File: src/rtl/neuron_activation_writeback.sv
// Activation writeback: adds bias to a Q16.14 accumulator sum, rounds/saturates to Q8.7,
// applies optional ReLU and streams results to the layer output BRAM at auto-incrementing addresses.
module neuron_activation_writeback #(
    parameter int ACC_W       = 32,
    parameter int ACC_FRAC    = 14,
    parameter int DATA_W      = 16,
    parameter int DATA_FRAC   = 7,
    parameter int ADDR_W      = 16,
    parameter int NUM_NEURONS = 10
) (
    input  logic              pi_clk,
    input  logic              pi_rst,
    input  logic              pi_start,
    input  logic [ADDR_W-1:0] pi_base_addr,
    input  logic              pi_relu_en,
    input  logic              pi_acc_valid,
    input  logic [ACC_W-1:0]  pi_acc_data,
    input  logic [DATA_W-1:0] pi_bias,
    output logic              po_ready,
    output logic              po_BRAM_en,
    output logic              po_BRAM_we,
    output logic [ADDR_W-1:0] po_BRAM_add,
    output logic [DATA_W-1:0] po_BRAM_data,
    output logic              po_layer_done,
    output logic              po_sat_flag
);

    localparam int SHIFT = ACC_FRAC - DATA_FRAC;
    localparam int SUM_W = ACC_W + 1;
    localparam int CNT_W = $clog2(NUM_NEURONS + 1);
    localparam int ROUND = 1 << (SHIFT - 1);

    localparam logic signed [SUM_W:0] OUT_MAX = (SUM_W+1)'((2 ** (DATA_W - 1)) - 1);
    localparam logic signed [SUM_W:0] OUT_MIN = (SUM_W+1)'(-(2 ** (DATA_W - 1)));
    localparam logic [CNT_W-1:0]      CNT_END = CNT_W'(NUM_NEURONS);
    localparam logic [CNT_W-1:0]      CNT_LAST = CNT_W'(NUM_NEURONS - 1);

    localparam logic [1:0] S_IDLE = 2'd0;
    localparam logic [1:0] S_RUN  = 2'd1;
    localparam logic [1:0] S_DONE = 2'd2;

    logic [1:0]              state;
    logic [CNT_W-1:0]        in_cnt;
    logic [CNT_W-1:0]        out_cnt;
    logic [ADDR_W-1:0]       addr;
    logic                    s1_valid;
    logic                    s1_relu;
    logic signed [SUM_W-1:0] s1_sum;
    logic                    last_wr;

    logic                    accept;
    logic signed [SUM_W-1:0] acc_ext;
    logic signed [SUM_W-1:0] bias_ext;
    logic signed [SUM_W:0]   rounded;
    logic signed [SUM_W:0]   shifted;
    logic                    clip_hi;
    logic                    clip_lo;
    logic [DATA_W-1:0]       result;

    assign po_ready      = (state == S_RUN) && (in_cnt < CNT_END);
    assign accept        = pi_acc_valid && po_ready;
    assign po_BRAM_we    = po_BRAM_en;
    assign po_layer_done = (state == S_DONE);

    // Bias is aligned to the accumulator's binary point before the add.
    assign acc_ext  = SUM_W'(signed'(pi_acc_data));
    assign bias_ext = SUM_W'(signed'(pi_bias)) <<< SHIFT;

    // The arithmetic shift floors, so adding half an LSB first gives round-half-up.
    assign rounded = {s1_sum[SUM_W-1], s1_sum} + (SUM_W+1)'(ROUND);
    assign shifted = rounded >>> SHIFT;
    assign clip_hi = shifted > OUT_MAX;
    assign clip_lo = shifted < OUT_MIN;

    // NOTE: every path assigns result first, so this block stays purely combinational (no latch).
    always_comb begin
        result = shifted[DATA_W-1:0];
        if (clip_hi)
            result = {1'b0, {(DATA_W-1){1'b1}}};
        else if (clip_lo)
            result = {1'b1, {(DATA_W-1){1'b0}}};
        if (s1_relu && result[DATA_W-1])
            result = '0;
    end

    // NOTE: state uses non-blocking assignments so every register samples pre-edge values.
    always_ff @(posedge pi_clk) begin
        if (pi_rst) begin
            state        <= S_IDLE;
            in_cnt       <= '0;
            out_cnt      <= '0;
            addr         <= '0;
            s1_valid     <= 1'b0;
            s1_relu      <= 1'b0;
            s1_sum       <= '0;
            last_wr      <= 1'b0;
            po_BRAM_en   <= 1'b0;
            po_BRAM_add  <= '0;
            po_BRAM_data <= '0;
            po_sat_flag  <= 1'b0;
        end else begin
            po_BRAM_en <= 1'b0;
            last_wr    <= 1'b0;
            s1_valid   <= accept;

            if (accept) begin
                s1_sum  <= acc_ext + bias_ext;
                s1_relu <= pi_relu_en;
                in_cnt  <= in_cnt + 1'b1;
            end

            if (s1_valid) begin
                po_BRAM_en   <= 1'b1;
                po_BRAM_data <= result;
                po_BRAM_add  <= addr;
                addr         <= addr + 1'b1;
                out_cnt      <= out_cnt + 1'b1;
                last_wr      <= (out_cnt == CNT_LAST);
                if (clip_hi || clip_lo)
                    po_sat_flag <= 1'b1;
            end

            case (state)
                S_IDLE: begin
                    if (pi_start) begin
                        state       <= S_RUN;
                        addr        <= pi_base_addr;
                        in_cnt      <= '0;
                        out_cnt     <= '0;
                        po_sat_flag <= 1'b0;
                    end
                end
                S_RUN:   if (last_wr) state <= S_DONE;
                S_DONE:  state <= S_IDLE;
                default: state <= S_IDLE;
            endcase
        end
    end

endmodule

File: config.mk
export PLATFORM = sky130hd
export DESIGN_NAME = neuron_activation_writeback
export DESIGN_NICKNAME = d
export VERILOG_FILES = /design/src/rtl/neuron_activation_writeback.sv
export SDC_FILE = /design/constraint.sdc
export NUM_CORES = 1
export LEC_CHECK = 0
export CAP_MARGIN = 10
export CORE_MARGIN = 4
export CORE_UTILIZATION = 50
export CTS_CLUSTER_SIZE = 28
export DETAILED_ROUTE_END_ITERATION = 12
export GPL_ROUTABILITY_DRIVEN = 1
export PLACE_DENSITY = 0.74
export SLEW_MARGIN = 20
export SYNTH_ARGS = -nofsm -noshare
export SYNTH_HDL_FRONTEND = slang
export SYNTH_SLANG_ARGS = --single-unit
File: constraint.sdc
create_clock -name pi_clk -period 4.15 [get_ports pi_clk]
set_clock_uncertainty 0.1 [all_clocks]
set_input_delay 1.245 -clock pi_clk [delete_from_list [all_inputs] [get_ports pi_clk]]
set_output_delay 1.245 -clock pi_clk [all_outputs]
set_load 0.02 [all_outputs]
==> flow_summary.json, run 1 <==
{
  "vias_per_cell": 5.79,
  "drive_gt1_share_pct": 5.84,
  "avgSynthCellArea_sq_um": 8.24,
  "fp.dieH_um": 112,
  "vdd_drop_max_mv": 0.159,
  "grt_pass1_wl_um": 22700,
  "cts-resized-gates": 0,
  "critPathRequiredTime_ns": 4.37,
  "cts_setup_buffers": 0,
  "cts.sinks": 90,
  "dr_total_vias": 5144,
  "nets": 848,
  "netlist_area_sq_um": 5390,
  "placed_cells": 873,
  "whs_path_depth": 2,
  "p_leak_nw": 2.59,
  "ctsRootBufferMaster": "clkbuf_8",
  "pre_cts_ws_ns": 0.0674,
  "cp.arrival_ns": 3.94,
  "die_area_sq_um": 12500,
  "setup_ws_ns": 0.423,
  "syn-num-nets": 754,
  "powerDensity_nw_per_um2": 306,
  "hold_violations": 0,
  "end_kind": "flop",
  "yosysSeqAreaShare_pct": 33.4,
  "hold_path_end": "state[1]$_SDFFE_PP0P_",
  "fin_crit_sh_pct": 89.8,
  "rows": 37,
  "cts_buffers": 9,
  "drt-total-wl_um": 13300,
  "fmax_mhz": 268,
  "io_buffers": 99,
  "core_region_area_sq_um": 10400,
  "htree_levels": 3,
  "netlist_top_cells_area": "dfxtp_1 33%, ha_1 7.0%, nor2_1 4.7%",
  "dr.first_iter.drc_count": 343,
  "rsz0062_at_grt": "false",
  "final_area_sq_um": 6750,
  "grt_pass1_vias": 4794,
  "antenna_found_initial": 0,
  "relSlewSlack_pct": 35.3,
  "rrSetupSlack_ns": 1.22,
  "worstSetupStartpointType": "primary input",
  "synth_top_area_share_pct": 33.4,
  "tightest_slew_ns": 0.968,
  "hpwl_um": 9990,
  "cts_tree": "yes",
  "synth_top_area_cell": "dfxtp_1",
  "cp_max_fo": 3,
  "drv_cap": 0,
  "setup_viol": 0,
  "yosys_most_used_dff": "dfxtp_1",
  "dpl_cell_area_sq_um": 6530,
  "synth-seq-cells": 90,
  "clk_pin_slew_ns": 0.09,
  "outcome": "completed",
  "report.final.slew_viol_count": 0,
  "hold_buffers": 0,
  "period_needed_ns": 3.73,
  "start_util_pct": 51.7,
  "grt_usage_pct": 21.2,
  "rr_worst_depth": 7,
  "yosysUniqueCellTypes": 60,
  "area_growth_pct": 25.3,
  "synth_cells": 654,
  "firstDrtPassIters": 5,
  "r2r-start": "s1_sum[8]$_SDFFE_PP0P_",
  "wire_per_inst_um": 15.0,
  "synth_edf_count": 0,
  "fp.dieW_um": 112,
  "finalSetupTns_ns": 0,
  "clk_latency_ns": 0.37,
  "gp_congestion": 0.823,
  "hold_class": "flop to flop",
  "overflow": 0,
  "critPathKind": "primary input to flop",
  "r2r_end": "po_BRAM_data[13]$_SDFFE_PP0P_",
  "ant_nets": 0,
  "yosys_warnings": 0,
  "holdCritStartpoint": "last_wr$_SDFF_PP0_",
  "io_pins": 106,
  "stdcell_count": 889,
  "n_fill_cell": 904,
  "fin_total_pwr_mw": 2.06,
  "async_flop_share_pct": 0,
  "antenna_cells": 0,
  "cts_buffer_depth": 2,
  "grt_max_degree": 41,
  "drc_errors": 0
}
==> power by group <==
group / leakage (nW) / total (mW) / internal [mW] / switching, mW
clock network: 0.107 / 0.663 / 0.341 / 0.322
logic: 1.75 / 0.443 / 0.217 / 0.226
registers: 0.733 / 0.957 / 0.907 / 0.0507
==> sequential cells by signal (all words and copies together) (netlist names) <==
name	flops
out_cnt	4
po_BRAM_en	1
s1_sum	27
in_cnt	4
s1_relu	1
last_wr	1
po_BRAM_add	16
state	2
po_BRAM_data	16
s1_valid	1
po_sat_flag	1
addr	16
==> placed cells by master, fill, tap and decap left out, types with 3 or more instances in the layout <==
| master | synthesis | routed |
|---|---|---|
| clkdlybuf4s50_1 | 0 | 98 |
| dfxtp_1 | 90 | 90 |
| nor2_1 | 67 | 67 |
| nand2_1 | 55 | 55 |
| nand3_1 | 48 | 48 |
| a21oi_1 | 40 | 40 |
| ha_1 | 30 | 30 |
| xor2_1 | 27 | 27 |
| a211oi_1 | 27 | 27 |
| o21ai_0 | 25 | 25 |
| xnor2_1 | 20 | 20 |
| mux2i_1 | 18 | 18 |
| buf_4 | 1 | 18 |
| a22oi_1 | 15 | 15 |
| inv_1 | 14 | 14 |
| nor3_1 | 13 | 13 |
| nand4_1 | 13 | 13 |
| a21o_1 | 13 | 13 |
| and3_1 | 11 | 11 |
| clkbuf_8 | 0 | 9 |
| nor2b_1 | 7 | 7 |
| and2_1 | 6 | 6 |
| nand2b_1 | 6 | 6 |
| or3_1 | 6 | 6 |
| o22ai_1 | 5 | 5 |
| and4_1 | 4 | 4 |
| nand3b_1 | 4 | 4 |
| o21a_1 | 4 | 4 |
| nand4b_1 | 4 | 4 |
| o211ai_1 | 4 | 4 |
| or4_1 | 3 | 3 |
| a31oi_1 | 3 | 3 |
| nor3b_1 | 3 | 3 |
| nor4_1 | 3 | 3 |
==> stage by stage <==
stage / util, % / hold slack [ns]
global route: 64.8 / 0.412
CTS: 64.8 / 0.354
detailed placement: 62.7 / 0.340
global placement: 62.7 / 0.334
finish: 64.8 / 0.357
floorplan: - / 0.324
==> cell usage after synthesis, types with 5 or more instances <==
cell	number
dfxtp_1	90
nor2_1	67
nand2_1	55
nand3_1	48
a21oi_1	40
ha_1	30
a211oi_1	27
xor2_1	27
clkbuf_1	26
o21ai_0	25
xnor2_1	20
mux2i_1	18
a22oi_1	15
inv_1	14
a21o_1	13
nand4_1	13
nor3_1	13
and3_1	11
nor2b_1	7
and2_1	6
nand2b_1	6
or3_1	6
buf_2	5
o22ai_1	5
==> critical path, cell delays in order <==
cell and delay (ns):
clkdlybuf4s50_1 0.46, ha_1 0.19, inv_1 0.06, fa_1 0.38, nor2b_1 0.20, o31ai_1 0.12, a211o_1 0.31, a211oi_1 0.22
buf_4 0.17, a21oi_1 0.09, or4_1 0.40, nand3_1 0.09
==> routing by layer <==
metal	global-route usage (%)	wire (um)	vias up
met5	0	0	-
met4	7.14	187	0
met3	2.39	577	17
met2	34.4	6110	139
met1	29.4	6450	2415
li1	-	-	2573
==> final cells by class <==
class | count | area, sq um | share of cell area [%]
inverters | 14 | 52.6 | 0.778
repair buffers | 117 | 1120 | 16.6
multi-input cells | 516 | 3390 | 50.2
clock buffers | 10 | 128 | 1.89
well taps | 136 | 170 | 2.52
flip-flops and latches | 90 | 1800 | 26.7
clock inverters | 6 | 90.1 | 1.33
==> kinds of logic after synthesis <==
family          after synthesis  share of synthesized area [%]
fa+ha+maj                    31                           7.34
xor+xnor                     47                           7.64
compound gates              158                           19.6
buf+inv                      48                           3.67
flops                        90                           33.4
simple gates                260                           24.5
mux                          20                           3.76
==> worst max-delay path by stage <==
stage,start,endpoint,slack [ns],cells past startpoint
after floorplan,pi_acc_data[7],s1_sum[31]$_SDFFE_PP0P_,0.68,10
after global placement,pi_acc_data[10],s1_sum[24]$_SDFFE_PP0P_,0.12,9
after detailed placement,pi_acc_data[7],s1_sum[31]$_SDFFE_PP0P_,0.07,12
after CTS,pi_acc_data[7],s1_sum[31]$_SDFFE_PP0P_,0.45,12
after global routing,pi_bias[2],s1_sum[24]$_SDFFE_PP0P_,0.27,9
final,pi_acc_data[7],s1_sum[31]$_SDFFE_PP0P_,0.42,12
(Power assumes the default switching activity.)
==> run 2, diff against run 1 <==
Settings changed: CORE_MARGIN 4 to 2, SKIP_CTS_REPAIR_TIMING from default to 1.
==> flow_summary.json, run 2 (synthesis gave the netlist of run 1 again) <==
{
  "cts_tree": "yes",
  "dr_total_vias": 5042,
  "regMostFlops": "s1_sum",
  "drv_cap": 0,
  "ant_nets": 0,
  "io_pins": 106,
  "final_util_pct": 64.4,
  "met3_length_um": 575,
  "crit_buf_inv": 1,
  "clk_pin_slew_ns": 0.09,
  "overflow": 0,
  "rsz0062_at_grt": "false",
  "hold_violations": 0,
  "outcome": "completed",
  "fmax_mhz": 259,
  "finalSetupTns_ns": 0,
  "hold_class": "flop to flop",
  "cts.sinks": 90,
  "fp.dieW_um": 108,
  "setup_viol": 0,
  "drive_gt1_share_pct": 5.73,
  "nets": 846,
  "cp_cell_sequence": "clkdlybuf4s50_1, ha_1, o21ai_0, o21ai_0, a21oi_1, o21ai_0, a21oi_1, or4_1, o311ai_0",
  "report.final.slew_viol_count": 0,
  "powerDensity_nw_per_um2": 293,
  "htree_levels": 3,
  "drc_errors": 0,
  "rows": 37,
  "slowest_delay_ns": 0.56,
  "vias_per_cell": 5.68,
  "start_util_pct": 51.7,
  "critPathRequiredTime_ns": 4.29,
  "period_needed_ns": 3.86,
  "n_fill_cell": 912,
  "dr.first_iter.drc_count": 295,
  "mostFrequentLayoutCells": "98 x clkdlybuf4s50_1, 90 x dfxtp_1, 67 x nor2_1",
  "cp_max_fo": 5,
  "wire_per_inst_um": 14.5,
  "end_kind": "flop",
  "drt-total-wl_um": 12900,
  "critPathSlowestCell": "o21ai_0",
  "cpMostUsedCell": "o21ai_0",
  "clk_latency_ns": 0.36,
  "die_area_sq_um": 11600,
  "grt_pass1_vias": 4753,
  "mostFrequentLayoutCell": "clkdlybuf4s50_1",
  "worstSetupStartpointType": "primary input",
  "wl_met1_um": 6210,
  "core_region_area_sq_um": 10400,
  "grt_pass1_wl_um": 21400,
  "cp_top_family": "compound AO/OA/AOI/OAI gates",
  "cts_buffers": 9,
  "io_buffers": 99,
  "firstDrtPassIters": 5,
  "fp.dieH_um": 108,
  "gp_congestion": 0.871,
  "critPathKind": "primary input to flop",
  "tightest_slew_ns": 0.955,
  "cts_buffer_depth": 2,
  "whs_ns": 0.357,
  "grt_usage_pct": 22.2,
  "p_leak_nw": 2.57,
  "antenna_cells": 0,
  "cp.arrival_ns": 4.00,
  "hpwl_um": 9810,
  "antenna_found_initial": 0,
  "area_growth_pct": 24.5,
  "ctsRootBufferMaster": "clkbuf_8",
  "met2_length_um": 5930,
  "routed.top_layer": "met4",
  "largest_reg_flops": 27,
  "fin_crit_sh_pct": 93.0,
  "grt_max_degree": 61,
  "vdd_drop_max_mv": 0.205,
  "relSlewSlack_pct": 36.1
}
## run 2: cell count changes in the layout (fill, tap and decap cells not counted), sizes merged
cell and delta:
buf -2, bufinv -2, clkinv +1, inv +1
## run 2: stage by stage
step                power (mW)  worst slack (ns)  cell area, sq um  cells
floorplan                 1.25             0.680              5390    654
global placement          1.40             0.120              6520    871
detailed placement        1.41          0.000286              6520    871
CTS                       1.97             0.350              6710    887
global route              2.06             0.108              6710    887
finish                    1.97             0.291              6710    887
## run 2: final cells by class
cell class | count | area [sq um] | share of cell area (%)
Timing Repair Buffer | 115 | 1110 | 16.5
Clock buffer | 10 | 138 | 2.05
Inverter | 14 | 52.6 | 0.784
Multi-Input combinational cell | 516 | 3390 | 50.5
Tap cell | 136 | 170 | 2.54
Clock inverter | 6 | 50.0 | 0.746
Sequential cell | 90 | 1800 | 26.9
## run 2: final timing paths
kind | start | depth (start not counted) | slack (ns) | endpoint
setup / recovery | pi_bias[3] | 9 | 0.29 | s1_sum[24]$_SDFFE_PP0P_
hold / removal | out_cnt[3]$_SDFF_PP0_ | 2 | 0.36 | last_wr$_SDFF_PP0_
setup reg to reg | s1_sum[8]$_SDFFE_PP0P_ | 7 | 1.23 | po_BRAM_data[1]$_SDFFE_PP0P_
hold reg to reg | out_cnt[3]$_SDFF_PP0_ | 2 | 0.36 | last_wr$_SDFF_PP0_
## run 2: metal layers
layer / global-route usage, % / up-vias
met5: 0 / -
met3: 2.48 / 12
met1: 31.2 / 2321
met2: 36.0 / 144
li1: - / 2565
met4: 6.50 / 0
## run 2: where the power goes
part           leakage, nW  switching (mW)  total (mW)  internal (mW)
Combinational         1.74           0.226       0.442          0.216
Clock               0.0948           0.326       0.567          0.242
Sequential           0.733          0.0507       0.957          0.907
Total                 2.57           0.602        1.97           1.36
## run 2: worst min-delay path, cell delays in order (launching register included)
cell     delay (ns)
dfxtp_1        0.33
nand2_1        0.06
nor3_1         0.04
